==> src/rtl/mem_stage.sv <==
// Memory-access stage: registers execute results, runs loads/stores over a
// req/ack data-memory port, stalls upstream while busy and retires to writeback.
module mem_stage #(
    parameter int ADDR_W  = 10,
    parameter int TIMEOUT = 16
) (
    input  logic              Clk,
    input  logic              Reset_n,
    input  logic              Valid_In,
    input  logic [31:0]       Inst_In,
    input  logic [4:0]        Inst_Type_In,
    input  logic [31:0]       Result_In,
    input  logic [31:0]       Operand_B_In,
    input  logic              isBranchTaken_In,
    output logic              Stall_Out,
    output logic              Mem_Req,
    output logic              Mem_We,
    output logic [ADDR_W-1:0] Mem_Addr,
    output logic [31:0]       Mem_Wdata,
    input  logic [31:0]       Mem_Rdata,
    input  logic              Mem_Ack,
    output logic              WB_Valid_Out,
    output logic              WB_En_Out,
    output logic [4:0]        WB_Rd_Out,
    output logic [31:0]       WB_Data_Out,
    output logic [31:0]       Inst_Out,
    output logic [4:0]        Inst_Type_Out,
    output logic              Branch_Taken_Out,
    output logic [31:0]       Branch_Target_Out,
    output logic              Mem_Err_Out
);

    localparam logic [4:0] T_IMM    = 5'b00100;
    localparam logic [4:0] T_REG    = 5'b01100;
    localparam logic [4:0] T_LOAD   = 5'b00000;
    localparam logic [4:0] T_STORE  = 5'b01000;
    localparam logic [4:0] T_BRANCH = 5'b11000;
    localparam int         CW       = $clog2(TIMEOUT + 1);

    typedef enum logic [1:0] {IDLE, ACCESS, RETIRE} state_t;

    state_t          state_q, state_d;
    logic [CW-1:0]   cnt_q, cnt_d;
    logic [31:0]     inst_q, inst_d;
    logic [4:0]      type_q, type_d;
    logic [31:0]     result_q, result_d;
    logic [31:0]     opb_q, opb_d;
    logic            taken_q, taken_d;

    logic            wb_en_q, wb_en_d;
    logic [4:0]      wb_rd_q, wb_rd_d;
    logic [31:0]     wb_data_q, wb_data_d;
    logic [31:0]     inst_out_q, inst_out_d;
    logic [4:0]      type_out_q, type_out_d;
    logic            br_taken_q, br_taken_d;
    logic [31:0]     br_target_q, br_target_d;
    logic            err_q, err_d;

    logic            from_idle;
    logic [31:0]     s_inst;
    logic [4:0]      s_type;
    logic [31:0]     s_result;
    logic            s_taken;
    logic            s_mem;
    logic            s_mis;
    logic            timeout_hit;
    logic            retire_go;
    logic            err_n;
    logic [31:0]     data_n;

    // Retire bundle comes straight from the inputs when retiring from IDLE,
    // otherwise from the instruction captured before the memory access.
    always_comb begin
        from_idle   = (state_q == IDLE);
        s_inst      = from_idle ? Inst_In          : inst_q;
        s_type      = from_idle ? Inst_Type_In     : type_q;
        s_result    = from_idle ? Result_In        : result_q;
        s_taken     = from_idle ? isBranchTaken_In : taken_q;
        s_mem       = (s_type == T_LOAD) || (s_type == T_STORE);
        s_mis       = (s_result[1:0] != 2'b00);
        timeout_hit = (cnt_q == CW'(TIMEOUT - 1));
    end

    always_comb begin
        state_d     = state_q;
        inst_d      = inst_q;
        type_d      = type_q;
        result_d    = result_q;
        opb_d       = opb_q;
        taken_d     = taken_q;
        retire_go   = 1'b0;
        err_n       = 1'b0;
        data_n      = s_result;

        unique case (state_q)
            IDLE: begin
                if (Valid_In) begin
                    inst_d   = Inst_In;
                    type_d   = Inst_Type_In;
                    result_d = Result_In;
                    opb_d    = Operand_B_In;
                    taken_d  = isBranchTaken_In;
                    if (s_mem && !s_mis) begin
                        state_d = ACCESS;
                    end else begin
                        state_d   = RETIRE;
                        retire_go = 1'b1;
                        err_n     = s_mem;
                    end
                end
            end
            ACCESS: begin
                if (Mem_Ack) begin
                    state_d   = RETIRE;
                    retire_go = 1'b1;
                    if (type_q == T_LOAD) data_n = Mem_Rdata;
                end else if (timeout_hit) begin
                    state_d   = RETIRE;
                    retire_go = 1'b1;
                    err_n     = 1'b1;
                end
            end
            RETIRE: state_d = IDLE;
            default: state_d = IDLE;
        endcase

        cnt_d = ((state_q == ACCESS) && (state_d == ACCESS)) ?
                cnt_q + 1'b1 : '0;
    end

    always_comb begin
        wb_en_d     = wb_en_q;
        wb_rd_d     = wb_rd_q;
        wb_data_d   = wb_data_q;
        inst_out_d  = inst_out_q;
        type_out_d  = type_out_q;
        br_target_d = br_target_q;
        br_taken_d  = 1'b0;
        err_d       = 1'b0;
        if (retire_go) begin
            inst_out_d = s_inst;
            type_out_d = s_type;
            wb_rd_d    = s_inst[11:7];
            wb_data_d  = data_n;
            wb_en_d    = ((s_type == T_IMM) || (s_type == T_REG) ||
                          (s_type == T_LOAD)) &&
                         (s_inst[11:7] != 5'd0) && !err_n;
            br_taken_d = (s_type == T_BRANCH) && s_taken;
            if (br_taken_d) br_target_d = s_result;
            err_d      = err_n;
        end
    end

    always_ff @(posedge Clk or negedge Reset_n) begin
        if (!Reset_n) begin
            state_q     <= IDLE;
            cnt_q       <= '0;
            inst_q      <= '0;
            type_q      <= '0;
            result_q    <= '0;
            opb_q       <= '0;
            taken_q     <= 1'b0;
            wb_en_q     <= 1'b0;
            wb_rd_q     <= '0;
            wb_data_q   <= '0;
            inst_out_q  <= '0;
            type_out_q  <= '0;
            br_taken_q  <= 1'b0;
            br_target_q <= '0;
            err_q       <= 1'b0;
        end else begin
            state_q     <= state_d;
            cnt_q       <= cnt_d;
            inst_q      <= inst_d;
            type_q      <= type_d;
            result_q    <= result_d;
            opb_q       <= opb_d;
            taken_q     <= taken_d;
            wb_en_q     <= wb_en_d;
            wb_rd_q     <= wb_rd_d;
            wb_data_q   <= wb_data_d;
            inst_out_q  <= inst_out_d;
            type_out_q  <= type_out_d;
            br_taken_q  <= br_taken_d;
            br_target_q <= br_target_d;
            err_q       <= err_d;
        end
    end

    assign Stall_Out         = (state_q != IDLE);
    assign Mem_Req           = (state_q == ACCESS);
    assign Mem_We            = (state_q == ACCESS) && (type_q == T_STORE);
    assign Mem_Addr          = result_q[ADDR_W+1:2];
    assign Mem_Wdata         = opb_q;
    assign WB_Valid_Out      = (state_q == RETIRE);
    assign WB_En_Out         = wb_en_q;
    assign WB_Rd_Out         = wb_rd_q;
    assign WB_Data_Out       = wb_data_q;
    assign Inst_Out          = inst_out_q;
    assign Inst_Type_Out     = type_out_q;
    assign Branch_Taken_Out  = br_taken_q;
    assign Branch_Target_Out = br_target_q;
    assign Mem_Err_Out       = err_q;

endmodule

==> config.mk <==
export PLATFORM = sky130hd
export DESIGN_NAME = mem_stage
export DESIGN_NICKNAME = d
export VERILOG_FILES = /design/src/rtl/mem_stage.sv
export SDC_FILE = /design/constraint.sdc
export NUM_CORES = 1
export LEC_CHECK = 0
export CORE_MARGIN = 1.5
export CORE_UTILIZATION = 30
export CTS_CLUSTER_SIZE = 10
export DETAILED_ROUTE_END_ITERATION = 8
export GPL_TIMING_DRIVEN = 0
export SYNTH_ARGS = -nofsm -noshare
export SYNTH_HDL_FRONTEND = slang
export SYNTH_SLANG_ARGS = --single-unit
==> constraint.sdc <==
create_clock -name Clk -period 1.8 [get_ports Clk]
set_input_delay 0.27 -clock Clk [delete_from_list [all_inputs] [get_ports Clk]]
set_output_delay 0.27 -clock Clk [all_outputs]
set_load 0.005 [all_outputs]
# Word-level counts from Yosys, hierarchy flattened
# Index checks and enable logic that the tools add are counted.
[totals] romBits=0 ram_bits=0 n_memories=0 output_inout_bits=155 latchBits=0 reg_bits=218 wordCells=68
[op_classes] mul=0 div_mod_pow=0 n_addsub=1 reduce_logical=19 eq_ne=9 n_bitwise=0 magnitude_cmp=0 mux=24 n_shift=0
[op_table] operator="2-to-1 mux 32 bit" n=5
[op_table] operator="equality test 5 x 4 -> 1 bit (second input constant)" n=4
[op_table] operator="zero test 5 bit" n=2
[op_table] operator="2-to-1 mux 1 bit" n=10
[op_table] operator="2-to-1 mux 5 bit" n=2
[op_table] operator="2-to-1 mux 2 bit" n=4
[op_table] operator="logical AND 1 bit" n=6
[op_table] operator="adder 5 x 1 -> 5 bit (second input constant)" n=1
[op_table] operator="equality test 5 x 3 -> 1 bit (second input constant)" n=1
[op_table] operator="equality test 5 bit (second input constant)" n=1
[op_table] operator="nonzero test 5 bit" n=1
[op_table] operator="equality test 2 x 1 -> 1 bit (second input constant)" n=2
[op_table] operator="case mux 1 bit (2 select lines)" n=2
[op_table] operator="case mux 2 bit (2 select lines)" n=1
[op_table] operator="AND reduction 2 bit" n=2
[op_table] operator="nonzero test 2 bit" n=2
[op_table] operator="logical OR 1 bit" n=3
[op_table] operator="equality test 2 bit (second input constant)" n=1
[op_table] operator="zero test 1 bit" n=2
[op_table] operator="zero test 2 bit" n=1

# Longest topological paths before layout
[depth] word_depth=11 mapped_depth=9

# Least setup slack after synthesis
# Ideal clock, no wire load.
[synth_timing] path_type="flip-flop to flip-flop" startpoint="register cnt_q[0]" endpoint="register br_target_q[10] (netlist: Branch_Target_Out[10])" required_ns=1.670 setup_slack_ns=-0.227 n_path_buf=1 arrival_time_ns=1.896 setup_time_ns=0.130 stages_incl_launch_ff=9 path_cell_list="dfrtp_1 ha_1 and3_1 ha_1 nor2_1 nor2_1 o2111ai_2 clkbuf_1 o21ai_1"
[synth_between] elab_chain_cells=5
[synth_rtl] element="start, declared" line_no="43" rtl="logic [CW-1:0] cnt_q, cnt_d;"
[synth_rtl] element="start signal, assigned" line_no="173" rtl="cnt_q <= cnt_d;"
[synth_rtl] element="equality test 5 x 4 -> 1 bit" line_no="81" rtl="timeout_hit = (cnt_q == CW'(TIMEOUT - 1));"
[synth_rtl] element="2-to-1 mux 1 bit" line_no="117" rtl="end else if (timeout_hit) begin"
[synth_rtl] element="2-to-1 mux 1 bit" line_no="113" rtl="if (Mem_Ack) begin"
[synth_rtl] element="case mux 1 bit (2 select lines)" line_no="95" rtl="unique case (state_q)"
[synth_rtl] element="AND reduction 2 bit (no source line)"
[synth_rtl] element="end signal, assigned" line_no="185" rtl="br_target_q <= br_target_d;"
[synth_rtl] element="end, declared" line_no="56" rtl="logic [31:0] br_target_q, br_target_d;"
# Every way passes these cells.
# A chain may end at the register's enable or synchronous reset.

# Worst setup path in the final report
[layout_timing] startpoint="register state_q[1]" endpoint="register wb_data_q[21] (netlist: WB_Data_Out[21])"
[layout_between] elab_chain_cells=8 word_cells_on_any_way=16 classes_between="eq/ne (2); mux (8); reduce/logical (6)"
[layout_rtl] element="start, declared" line_no="42" rtl="state_t state_q, state_d;"
[layout_rtl] element="start signal, assigned" line_no="172" rtl="state_q <= state_d;"
[layout_rtl] element="zero test 2 bit" line_no="74, 95"
[layout_rtl] element="2-to-1 mux 5 bit or 2-to-1 mux 32 bit (tied branches)" line_no="76, 77"
[layout_rtl] element="equality test 5 x 4 -> 1 bit, or another cell as far along" line_no="79" rtl="s_mem = (s_type == T_LOAD) || (s_type == T_STORE);"
[layout_rtl] element="logical OR 1 bit or zero test 1 bit (tied branches)" line_no="79, 103"
[layout_rtl] element="logical AND 1 bit" line_no="103" rtl="if (s_mem && !s_mis) begin"
[layout_rtl] element="2-to-1 mux 1 bit" line_no="103"
[layout_rtl] element="2-to-1 mux 1 bit" line_no="97" rtl="if (Valid_In) begin"
[layout_rtl] element="case mux 1 bit (2 select lines)" line_no="95"
[layout_rtl] element="end signal, assigned" line_no="181" rtl="wb_data_q <= wb_data_d;"
[layout_rtl] element="end, declared" line_no="52" rtl="logic [31:0] wb_data_q, wb_data_d;"
# Parallel ways exist; a longest one is shown, timed or not.

==> results.toml <==
[drt]
wl_per_cell_um = 19.0
drc = 0
drtIter0Drc = 363
via_count = 8363
vias_per_cell = 4.84
antenna_left = 0
totalWireLength_um = 32800
firstDrtPassIters = 5

[power]
pwr-share-clk_pct = 30.4
p_leak_uw = 0.00667
p_seq_share_pct = 39.1
vdd_ir_drop_max_mv = 0.668
comb_power_share_pct = 30.6
p_per_area_nw_per_um2 = 1140
internal-power_uw = 12100
swShare_pct = 29.2
switching_power_uw = 4970

[synth]
synth_xor_area_share_pct = 0.191
synthSimpleGateAreaFrac_pct = 18.0
syn_avg_cell_area_um2 = 9.57
synth-compound-area-share_pct = 11.1
synthMuxAreaShare_pct = 7.43
yosys.area_share.adder_pct = 0.273
yosysWarnings = 0
synth-edff-count = 0
syn_area_um2 = 9170
yosysUniqueCellTypes = 46
yosysSeqAreaShare_pct = 58.1
synth_nets = 1098
synthCells = 958
synth_top_family_by_area = "simple AND/OR/NAND/NOR gates"
async_flop_share_pct = 100
ys_seq_elements = 213
synthFlopType = "dfrtp_1"

[grt]
grt_max_degree = 82
antenna_found_initial = 1
grt_pass1_wl_um = 49700
track_usage_pct = 20.4
grt_pass1_vias = 8495
grt.overflow.total = 0

[finish]
area_delta_synth_final_pct = 62.5
fin_cells = 1727
multi_input_area_um2 = 4070
fill_cells = 2757
final_core_util_pct = 49.9
drive_above_1_share_pct = 22.8
regArea_um2 = 5330
final_nets = 1463
design_area_um2 = 14900

[floorplan]
fp.dieArea_um2 = 31600
dieWidth_um = 178
core-area_um2 = 29900
die_y_um = 178
ioPinCount = 293
initial_utilization_pct = 30.7
row_count = 63

[placement]
dpl.hpwl_um = 22100
place_inst = 1642
buffer_ports.inserted = 292
post_dp_cell_area_um2 = 12900
place.gp.congestion = 0.767

[critical_path]
critPathTopFamily = "simple AND/OR/NAND/NOR gates"
arrival_ns = 2.57
r2r_start = "state_q[1]"
slowest_delay_ns = 0.50
critPathLaunch = "state_q[1]"
cp_max_fo = 10
crit_chain = "or4_4 > o31ai_4 > a41oi_4 > buf_6 > or2_4 > buf_12 > buf_12 > a21oi_2"
cp-start-kind = "flop"
path_buf_inv = 3
critical_path_class = "flop to flop"
crit_slowest_cell = "or4_4"
path_common_cell = "buf_12"
cp-end-kind = "flop"
critPathRequiredTime_ns = 2.24

[cts]
clk_pin_slew_ns = 0.06
cts_sinks = 213
max-clock-path-buffers = 3
cts_made_buffers = 27
clk_latency_ns = 0.52
cts_tree = "yes"
cts-root-buf = "clkbuf_16"
htree_levels = 1

[timing]
fin_crit_ns = 2.13
max_slew_margin_pct = 62.3
setup_viol = 105
setup_slack_ns = -0.335
finalHoldViolCount = 0
rsz0062_at_grt = "yes"
finalMaxSlewViolations = 0
finalClockSkew_ns = 0.0174
setup_tns_ns = -28.47
fin_crit_sh_pct = 119
worst_slew_pin_slew_ns = 0.566
fmax_mhz = 468

[worst_hold_path]
hold_class = "input pin to asynchronous set/reset pin"

[outcome]
violations = "setup timing"
outcome = "finished with violations"

[run]
cap_violations = 0
## power groups by stage
stage / clock network (µW) / logic [µW] / registers [µW]
5_1_grt: 5470 / 5680 / 6790
6_report: 5170 / 5210 / 6660
3_3_place_gp: 0 / 4610 / 6640
2_1_floorplan: 0 / 1900 / 6590
3_5_place_dp: 0 / 4680 / 6660
4_1_cts: 5290 / 5090 / 6630
## area by class of cell
class,instances,share of cell area [%]
Tap cell,390,3.27
Multi-Input combinational cell,659,27.3
Buffer,78,4.96
Sequential cell,213,35.8
Inverter,7,0.193
Antenna cell,1,0.0168
Clock buffer,39,5.10
Timing Repair Buffer,337,22.9
Clock inverter,3,0.436
## cells by family (layout without fill, tap and decap cells)
group | after synthesis | in the layout
AND/OR/NAND/NOR | 400 | 400
multiplexers | 68 | 68
AO/OA/AOI/OAI | 186 | 187
other | 0 | 1
flip-flops | 213 | 213
adder cells (fa/ha/maj) | 2 | 2
XOR/XNOR | 2 | 2
buffers and inverters | 87 | 464
## cells in the final DEF, fill, tap and decap left out, types with 16 or more instances in the layout
master | synthesis | layout
o21ai_0 | 57 | 54
buf_4 | 15 | 46
clkbuf_16 | 0 | 34
nand2_2 | 1 | 22
nand2_1 | 298 | 275
clkbuf_2 | 0 | 16
o21ai_1 | 46 | 38
clkdlybuf4s50_1 | 0 | 277
clkbuf_1 | 41 | 18
dfrtp_1 | 213 | 210
a21oi_2 | 1 | 61
nor3_2 | 0 | 26
mux2i_1 | 67 | 64
nor3_1 | 71 | 45
## per-stage QoR
step                hold WS (ns)  setup slack, ns  total power (µW)
floorplan                -0.0256           -0.149              8490
global placement           0.450            -9.16             11200
detailed placement         0.266            -1.08             11300
CTS                        0.258           -0.322             17000
global route               0.278           -0.386             17900
finish                     0.279           -0.335             17000
## sequential cells by signal (all words and copies together) (netlist names)
name and flops:
type_q 5, Branch_Taken_Out 1, result_q 32, Mem_Err_Out 1, WB_En_Out 1, Inst_Out 28
state_q 2, inst_q 32, cnt_q 5, WB_Rd_Out 4, Branch_Target_Out 32, Mem_Wdata 32
WB_Data_Out 32, Inst_Type_Out 5, taken_q 1
## worst paths after layout
path	endpoint	slack (ns)	cells after the start
max in group asynchronous	Mem_Wdata[14]	0.70	3
min in group Clk	Mem_Wdata[30]	0.28	3
setup / recovery	WB_Data_Out[21]	-0.33	8
hold / removal	Inst_Out[13]	0.28	2
setup reg to reg	WB_Data_Out[21]	-0.33	8
hold reg to reg	Mem_Wdata[12]	0.47	2
## routing by layer
metal	wire length (µm)	share of wire [%]	global-route usage, %
met2	15400	47	33.1
met5	0	0	0
met4	564	1.7	4.66
met1	14800	45	28.1
met3	2080	6.3	3.81
## Yosys cell counts (2+ instances only)
cell type / n / area share, %
a21oi_1: 69 / 3.8
and2_1: 2 / 0.14
and3_1: 3 / 0.20
buf_1: 7 / 0.29
buf_2: 9 / 0.49
buf_4: 15 / 1.2
buf_6: 8 / 0.98
clkbuf_1: 41 / 1.7
dfrtp_1: 213 / 58
ha_1: 2 / 0.27
inv_1: 5 / 0.20
inv_2: 2 / 0.082
mux2i_1: 67 / 7.3
nand2_1: 298 / 12
nand3_1: 2 / 0.11
nor2_1: 12 / 0.49
nor3_1: 71 / 3.9
nor4_1: 2 / 0.14
o2111ai_1: 2 / 0.19
o21ai_0: 57 / 3.1
o21ai_1: 46 / 2.5
## what timing repair did
item,CTS,global route
hold endpoints to repair,61,0
gates resized for setup,157,91
setup endpoints to repair,218,218
pin swaps,33,7
cloned,5,1
hold buffers,1,0
buffers inserted,32,6
No activity file was read; power rests on OpenSTA's default activity.
